File: src/rtl/adapter_to_bus_if.sv
// Handshake bundle between the message source, the adapter and the 32-bit bus.
// The slave view is the adapter; the master view is whatever drives and sinks it.
interface adapter_to_bus_if;
   logic         in_enq_ena;
   logic [127:0] in_enq_v;
   logic [15:0]  in_enq_length;
   logic         in_enq_rdy;
   logic         out_enq_ena;
   logic [31:0]  out_enq_v;
   logic         out_enq_last;
   logic         out_enq_rdy;

   modport slave (
      input  in_enq_ena,
      input  in_enq_v,
      input  in_enq_length,
      output in_enq_rdy,
      output out_enq_ena,
      output out_enq_v,
      output out_enq_last,
      input  out_enq_rdy
   );

   modport master (
      output in_enq_ena,
      output in_enq_v,
      output in_enq_length,
      input  in_enq_rdy,
      input  out_enq_ena,
      input  out_enq_v,
      input  out_enq_last,
      output out_enq_rdy
   );
endinterface

File: src/rtl/adapter_to_bus.sv
// Serializes a 128-bit message into 1..4 32-bit beats, most significant word first.
// Optional macro ADAPTER_TO_BUS_BACK_TO_BACK_EN accepts the next message on the last beat.
//
// state | meaning
// IDLE  | no message held, ready for a new one
// SEND  | message held, beat idx on the bus
module adapter_to_bus (
   input  logic             CLK,
   input  logic             RST,
   adapter_to_bus_if.slave  bus
);

   typedef enum logic {IDLE, SEND} state_t;

   state_t        state;
   logic [1:0]    idx;
   logic [127:0]  msg_buf;
   logic [31:0]   out_v_q;
   logic          out_last_q;
   logic          out_ena_q;
   logic          in_rdy_q;
   logic [1:0]    new_idx;

   // Index of the highest word present; 0 or oversize lengths mean a full message.
   function automatic logic [1:0] last_idx(input logic [15:0] len);
      if (len == 16'd0 || len > 16'd16) return 2'd3;
      else if (len <= 16'd4)            return 2'd0;
      else if (len <= 16'd8)            return 2'd1;
      else if (len <= 16'd12)           return 2'd2;
      else                              return 2'd3;
   endfunction

   function automatic logic [31:0] word_of(input logic [127:0] m, input logic [1:0] k);
      case (k)
         2'd0:    return m[31:0];
         2'd1:    return m[63:32];
         2'd2:    return m[95:64];
         default: return m[127:96];
      endcase
   endfunction

   assign new_idx = last_idx(bus.in_enq_length);

   always_ff @(posedge CLK) begin
      if (RST) begin
         state      <= IDLE;
         idx        <= 2'd0;
         msg_buf    <= '0;
         out_v_q    <= '0;
         out_last_q <= 1'b0;
         out_ena_q  <= 1'b0;
         in_rdy_q   <= 1'b1;
      end else begin
         case (state)
            IDLE: begin
               if (bus.in_enq_ena) begin
                  msg_buf    <= bus.in_enq_v;
                  idx        <= new_idx;
                  out_v_q    <= word_of(bus.in_enq_v, new_idx);
                  out_last_q <= (new_idx == 2'd0);
                  out_ena_q  <= 1'b1;
                  in_rdy_q   <= 1'b0;
                  state      <= SEND;
               end
            end
            SEND: begin
               if (bus.out_enq_rdy) begin
                  if (idx != 2'd0) begin
                     idx        <= idx - 2'd1;
                     out_v_q    <= word_of(msg_buf, idx - 2'd1);
                     out_last_q <= (idx == 2'd1);
                  end else begin
`ifdef ADAPTER_TO_BUS_BACK_TO_BACK_EN
                     if (bus.in_enq_ena) begin
                        msg_buf    <= bus.in_enq_v;
                        idx        <= new_idx;
                        out_v_q    <= word_of(bus.in_enq_v, new_idx);
                        out_last_q <= (new_idx == 2'd0);
                        out_ena_q  <= 1'b1;
                        in_rdy_q   <= 1'b0;
                        state      <= SEND;
                     end else begin
                        out_v_q    <= '0;
                        out_last_q <= 1'b0;
                        out_ena_q  <= 1'b0;
                        in_rdy_q   <= 1'b1;
                        state      <= IDLE;
                     end
`else
                     out_v_q    <= '0;
                     out_last_q <= 1'b0;
                     out_ena_q  <= 1'b0;
                     in_rdy_q   <= 1'b1;
                     state      <= IDLE;
`endif
                  end
               end
            end
            default: state <= IDLE;
         endcase
      end
   end

`ifdef ADAPTER_TO_BUS_BACK_TO_BACK_EN
   // Last beat leaving this cycle frees the buffer, so a new message may load in its place.
   assign bus.in_enq_rdy = in_rdy_q |
                           ((state == SEND) && (idx == 2'd0) && bus.out_enq_rdy);
`else
   assign bus.in_enq_rdy = in_rdy_q;
`endif
   assign bus.out_enq_ena  = out_ena_q;
   assign bus.out_enq_v    = out_v_q;
   assign bus.out_enq_last = out_last_q;

endmodule

File: src/flat_wrapper.sv
// flat-port wrapper written by rule: the top's interface ports become plain ports
module adapter_to_bus_flat 
  (CLK, RST, bus_in_enq_ena, bus_in_enq_v, bus_in_enq_length, bus_in_enq_rdy, bus_out_enq_ena, bus_out_enq_v, bus_out_enq_last, bus_out_enq_rdy);
  adapter_to_bus_if bus_i ();
  input  logic CLK;
  input  logic RST;
  input wire logic [$bits(bus_i.in_enq_ena)-1:0] bus_in_enq_ena;
  input wire logic [$bits(bus_i.in_enq_v)-1:0] bus_in_enq_v;
  input wire logic [$bits(bus_i.in_enq_length)-1:0] bus_in_enq_length;
  output wire logic [$bits(bus_i.in_enq_rdy)-1:0] bus_in_enq_rdy;
  output wire logic [$bits(bus_i.out_enq_ena)-1:0] bus_out_enq_ena;
  output wire logic [$bits(bus_i.out_enq_v)-1:0] bus_out_enq_v;
  output wire logic [$bits(bus_i.out_enq_last)-1:0] bus_out_enq_last;
  input wire logic [$bits(bus_i.out_enq_rdy)-1:0] bus_out_enq_rdy;
  assign bus_i.in_enq_ena = bus_in_enq_ena;
  assign bus_i.in_enq_v = bus_in_enq_v;
  assign bus_i.in_enq_length = bus_in_enq_length;
  assign bus_in_enq_rdy = bus_i.in_enq_rdy;
  assign bus_out_enq_ena = bus_i.out_enq_ena;
  assign bus_out_enq_v = bus_i.out_enq_v;
  assign bus_out_enq_last = bus_i.out_enq_last;
  assign bus_i.out_enq_rdy = bus_out_enq_rdy;
  adapter_to_bus u_core (.CLK(CLK), .RST(RST), .bus(bus_i));
endmodule
File: config.mk
export PLATFORM = sky130hd
export DESIGN_NAME = adapter_to_bus_flat
export DESIGN_NICKNAME = d
export VERILOG_FILES = /design/src/rtl/adapter_to_bus_if.sv /design/src/rtl/adapter_to_bus.sv /design/src/flat_wrapper.sv
export SDC_FILE = /design/constraint.sdc
export NUM_CORES = 1
export LEC_CHECK = 0
export CORE_MARGIN = 1.5
export CORE_UTILIZATION = 47
export DETAILED_ROUTE_END_ITERATION = 10
export PLACE_DENSITY_LB_ADDON = 0.25
export SLEW_MARGIN = 20
export SYNTH_ARGS = -nofsm -noshare
export SYNTH_HDL_FRONTEND = slang
export SYNTH_SLANG_ARGS = --single-unit
File: constraint.sdc
create_clock -name CLK -period 1.9 [get_ports CLK]
set_input_delay 0.38 -clock CLK [delete_from_list [all_inputs] [get_ports CLK]]
set_output_delay 0.38 -clock CLK [all_outputs]
set_load 0.05 [all_outputs]
Yosys cells after proc, flatten, opt, wreduce, memory -nomap -nowiden. Index checks and enable logic that the tools add are counted.

Register bits after elaboration: 166.

Bitwise logic cells: 1. Order comparisons: 4. Add/sub/neg operators: 1. Mux-type cells: 30. Reductions and logical operators: 9. Equality and inequality tests: 9.

Operators with widths (count): 32-bit case mux with 3 select lines (2); 32-bit 2-to-1 mux (3); 32-bit case mux with 2 select lines (1); 16-bit by 4-bit less-or-equal comparator with 1-bit output, second input constant (2); 16-bit by 5-bit greater-than comparator with 1-bit output, second input constant (1); 16-bit by 3-bit less-or-equal comparator with 1-bit output, second input constant (1); 16-bit logical NOT (1); 1-bit 2-to-1 mux (13); 2-bit 2-to-1 mux (6); 2-bit != test, second input constant (4); 1-bit case mux with 2 select lines (4); 2-bit by 1-bit equality test with 1-bit output, second input constant (3); 3-bit AND reduction (2); 2-bit equality test, second input constant (2); 2-bit logical NOT (2); 2-bit case mux with 2 select lines (1); 2-bit AND reduction (2); 2-bit nonzero test (1); 2-bit by 1-bit subtractor with 2-bit output, second input constant (1); 1-bit logical OR (1); 1-bit NOT (1).

Depth between registers and ports, before layout.
Depth after elaboration: 9. Depth in mapped cells: 9. Depth with buffers taken out: 6.

Worst setup path after synthesis. No wires, ideal clock.

Kind: input to register. Start: input bus_in_enq_length[4]. End: register u_core.out_v_q[10] (netlist: u_core.bus.out_enq_v[10]). Path slack: 0.174 ns. Arrival: 1.596 ns. Stages: 7. Cells stage by stage: nor4_2 -> nand3_1 -> buf_2 -> or2_1 -> buf_6 -> a221oi_2 -> o22ai_1.

Longest elaborated chain between the ends: 9. Elaborated cells between the ends (all ways): 16. Those cells by class: order compare: 4; eq/ne: 2; mux: 7; reduce/logical: 3.

RTL lines: start: declaration (line flat_wrapper.sv:9) `input wire logic [$bits(bus_i.in_enq_length)-1:0] bus_in_enq_length;`; 16-bit by 4-bit less-or-equal comparator with 1-bit output (line adapter_to_bus.sv:29) `else if (len <= 16'd12) return 2'd2;`; 1-bit 2-to-1 mux (line adapter_to_bus.sv:29); 2-bit 2-to-1 mux (line adapter_to_bus.sv:28) `else if (len <= 16'd8) return 2'd1;`; 2-bit 2-to-1 mux (line adapter_to_bus.sv:27) `else if (len <= 16'd4) return 2'd0;`; 2-bit 2-to-1 mux * (line adapter_to_bus.sv:26) `if (len == 16'd0 || len > 16'd16) return 2'd3;`; 2-bit equality test (tied with other cells) (line adapter_to_bus.sv:34) `case (k)`; 32-bit case mux with 3 select lines * (line adapter_to_bus.sv:34); 32-bit 2-to-1 mux * (line adapter_to_bus.sv:56) `if (bus.in_enq_ena) begin`; 32-bit case mux with 2 select lines * (line adapter_to_bus.sv:54) `case (state)`; end signal: assignment (line adapter_to_bus.sv:59) `out_v_q <= word_of(bus.in_enq_v, new_idx);`; end signal: assignment (line adapter_to_bus.sv:70) `out_v_q <= word_of(msg_buf, idx - 2'd1);`; end: declaration (line adapter_to_bus.sv:18) `logic [31:0] out_v_q;`.

Mark *: on every way between the ends. The rest lies on a longest branch, timed or not. The select of a mux whose other input is x is not followed. A chain may end at the register's enable or synchronous reset.

Worst setup path in the final report.
Start: input bus_in_enq_length[4]. End: register u_core.out_v_q[2] (netlist: u_core.bus.out_enq_v[2]).

Same word-level chain as after synthesis.

==> results.cfg <==
[place]
finalWeightedCongestion = 0.8792
place.port_buffers = 182
placement.setup.worst_slack_ps = -335.8
detailedPlacementHpwl_um = 13400

[setup_path]
critical_path.reg2reg.startpoint = u_core.idx[0]
required_ps = 2200
crit_arrival_ps = 2100
category_of_the_worst_setup_path_launch_point = input port
cp-end-kind = flop
cp_max_fo = 10
r2r_slack_ps = 130
cells_on_worst_reg2reg_path = 6
r2r_end = u_core.bus.out_enq_v[10]
ws_path_type = in2reg

[logic_synthesis]
post-synth-top-count-cell = nand2_1
synth_enable_flop_cells = 0
mappedNetlistNets = 947
synth_seq_cells = 134
async_flop_share_pct = 0
synth.top_cell.area_share_pct = 42.39
postSynthCellCount = 794
synth.distinct_cells = 34
post_synth_main_area_contributors = dfxtp_1, nand2_1, a21oi_1
synth_common_cells = nand2_1, dfxtp_1, a21oi_1
ys_seq_area_share_pct = 42.39
yosysWarnings = 0
ys.flop_type = dfxtp_1
syn_area_um2 = 6329
post-synth-top-area-cell = dfxtp_1
synth.avg_cell_area_um2 = 7.970

[timing]
final_critical_path_setup_slack_ps = 96.23
achievable-frequency_ghz = 0.5544
tns_ps = 0
min_period_ps = 1804
hold_viol_final = 0
fin_worst_hold_slack_ps = 222.7
final_min_period_over_clock_period_pct = 94.94
max_slew_margin_pct = 51.40
finalSetupViolCount = 0
tightest_slew_ps = 729.0
grt_setup_unrepaired = false
finClkSkew_ps = 6.553
timing_max_transition_violations_final = 0

[clocking]
post_cts_resize_count = 24
holdBufCountCts = 0
cts-buffers-inserted = 17
clock_sinks = 134
number_of_buffers_inserted_to_repair_setup_after_cts = 0
clkSlewWorstSetupHoldPaths_ps = 60
clock_insertion_delay_worst_skew_ps = 420
clock_tree_from_tritoncts = yes
clock_path_buffers = 2
buffer_cell_driving_the_clock_tree_root = clkbuf_16
cts_max_level = 4

[detailed_routing]
wl_per_cell_um = 17.70
drtPass1Iterations = 9
drc_errors = 0
totalWireLength_um = 20350
detailedRoute.firstIterationViolations = 910
ant_nets = 0
num_vias = 6839
viasPerCell = 5.947

[final_layout]
post_route_cells_drive_above_1_share_pct = 13.96
fillerInstances = 1053
area_growth_pct = 44.50
antenna_cells = 0
final_util_pct = 69.33
num-nets-final = 1114

[worst_hold_path]
hp-class = in2reg
holdPathEnd = u_core.msg_buf[3]
timing.hold.worst.start = RST
min_delay_path_depth = 2

[die]
num_rows = 42
design.die.area_um2 = 14170
initial_core_util_pct = 47.98
design.portCount = 183
coreArea_um2 = 13190
die_x_um = 119.0
die_span_in_y_um = 119.0

[grt]
globalRouteOverflowTotal = 0
grt_pass1_wl_um = 32190
gr-usage-all-layers_pct = 28.15
grt_max_degree = 72
antenna_violations_before_repair = 0
first_global_vias = 6630

[power_and_ir_drop]
seqPwrFrac_pct = 38.0
combPwrFrac_pct = 20.5
ir_drop_mv = 0.6893
clock_power_share_pct = 41.5
internal_power_w = 0.006014
netSwitchingFraction_pct = 27.81
power_leakage_nw = 3.490
netSwitchingPower_w = 0.002316
power.density_nw_per_um2 = 910.9

[outcome]
run_status = complete, no violations

[job]
drv_cap = 0
worst max-delay path by stage:
stage / start / to / slack, ps
6_report: bus_in_enq_length[4] / u_core.bus.out_enq_v[2] / 100
5_1_grt: u_core.idx[0] / u_core.bus.out_enq_v[25] / 0.9
4_1_cts: bus_in_enq_length[0] / u_core.bus.out_enq_v[8] / 100
3_5_place_dp: bus_in_enq_length[4] / u_core.bus.out_enq_v[2] / -340
3_3_place_gp: bus_in_enq_length[3] / u_core.bus.out_enq_v[26] / -280
2_1_floorplan: bus_in_enq_length[4] / u_core.bus.out_enq_v[10] / 170
flip-flops by register name, indices dropped and copies added (netlist names):
register / flops
u_core.bus.in_enq_rdy: 1
u_core.bus.out_enq_ena: 1
u_core.bus.out_enq_last: 1
u_core.bus.out_enq_v: 32
u_core.idx: 2
u_core.msg_buf: 96
u_core.state: 1
power by group through the flow:
stage          clock (W)  combinational, W  sequential (W)
6_report         0.00346           0.00171         0.00316
2_1_floorplan          0          0.000664         0.00347
4_1_cts          0.00348           0.00169         0.00316
3_5_place_dp           0           0.00172         0.00322
3_3_place_gp           0           0.00170         0.00321
5_1_grt          0.00360           0.00182         0.00318
logic make-up (layout without fill, tap and decap cells):
group                      count (synthesis)  after routing  share of synthesized area, %
AOI/OAI and AO/OA                        277            277                         29.72
and+or+nand+nor                          270            270                         17.20
DFF                                      134            134                         42.39
buffers and inverters                     83            263                         5.299
muxes                                     24             24                         4.270
adders and majority gates                  5              5                        0.9885
xor gates and xnor gates                   1              1                        0.1384
layout make-up:
class                      instances  area, um2  share of cell area, %
timing repair buffer             228       2245                  24.55
clock inverter                     8      117.6                  1.286
multi-input combinational        577       3357                  36.71
inverter                           3      11.26                 0.1231
sequential                       134       2683                  29.33
clock buffer                      24      511.7                  5.596
tap                              176      220.2                  2.408
placed cells by master, fill, tap and decap left out, types with 10 or more instances in the layout:
cell,netlist,layout
a222oi_1,32,32
mux2_2,24,24
o221ai_1,32,32
a21oi_1,107,107
o21ai_0,34,34
nor3_1,11,11
buf_12,0,11
buf_4,0,47
a221oi_2,10,10
clkbuf_16,0,17
clkdlybuf4s50_1,0,146
nand2_1,234,233
dlygate4sd2_1,0,24
dfxtp_1,134,134
o22ai_1,48,47
critical path, cell delays in order:
cell,delay [ps]
clkdlybuf4s50_1,410
nor4_2,350
nand3_1,210
or2_1,310
buf_12,160
a221oi_2,180
o22ai_1,100
routing by layer:
layer / global-route usage, % / wire length, um / vias to the layer above
met4: 10.69 / 414 / 0
met1: 36.11 / 8676 / 3206
met2: 46.28 / 9620 / 360
met5: 0 / 0 / -
li1: - / - / 3236
met3: 6.226 / 1642 / 37
per-stage QoR:
| step | cells | cell area (um2) | power, W |
|---|---|---|---|
| after CTS | 1150 | 9121 | 0.008327 |
| final | 1150 | 9145 | 0.008330 |
| after global routing | 1150 | 9145 | 0.008605 |
| after detailed placement | 1118 | 8522 | 0.004932 |
| after floorplan | 794 | 6329 | 0.004134 |
| after global placement | 1118 | 8522 | 0.004912 |
No activity file was read; power rests on OpenSTA's default activity.
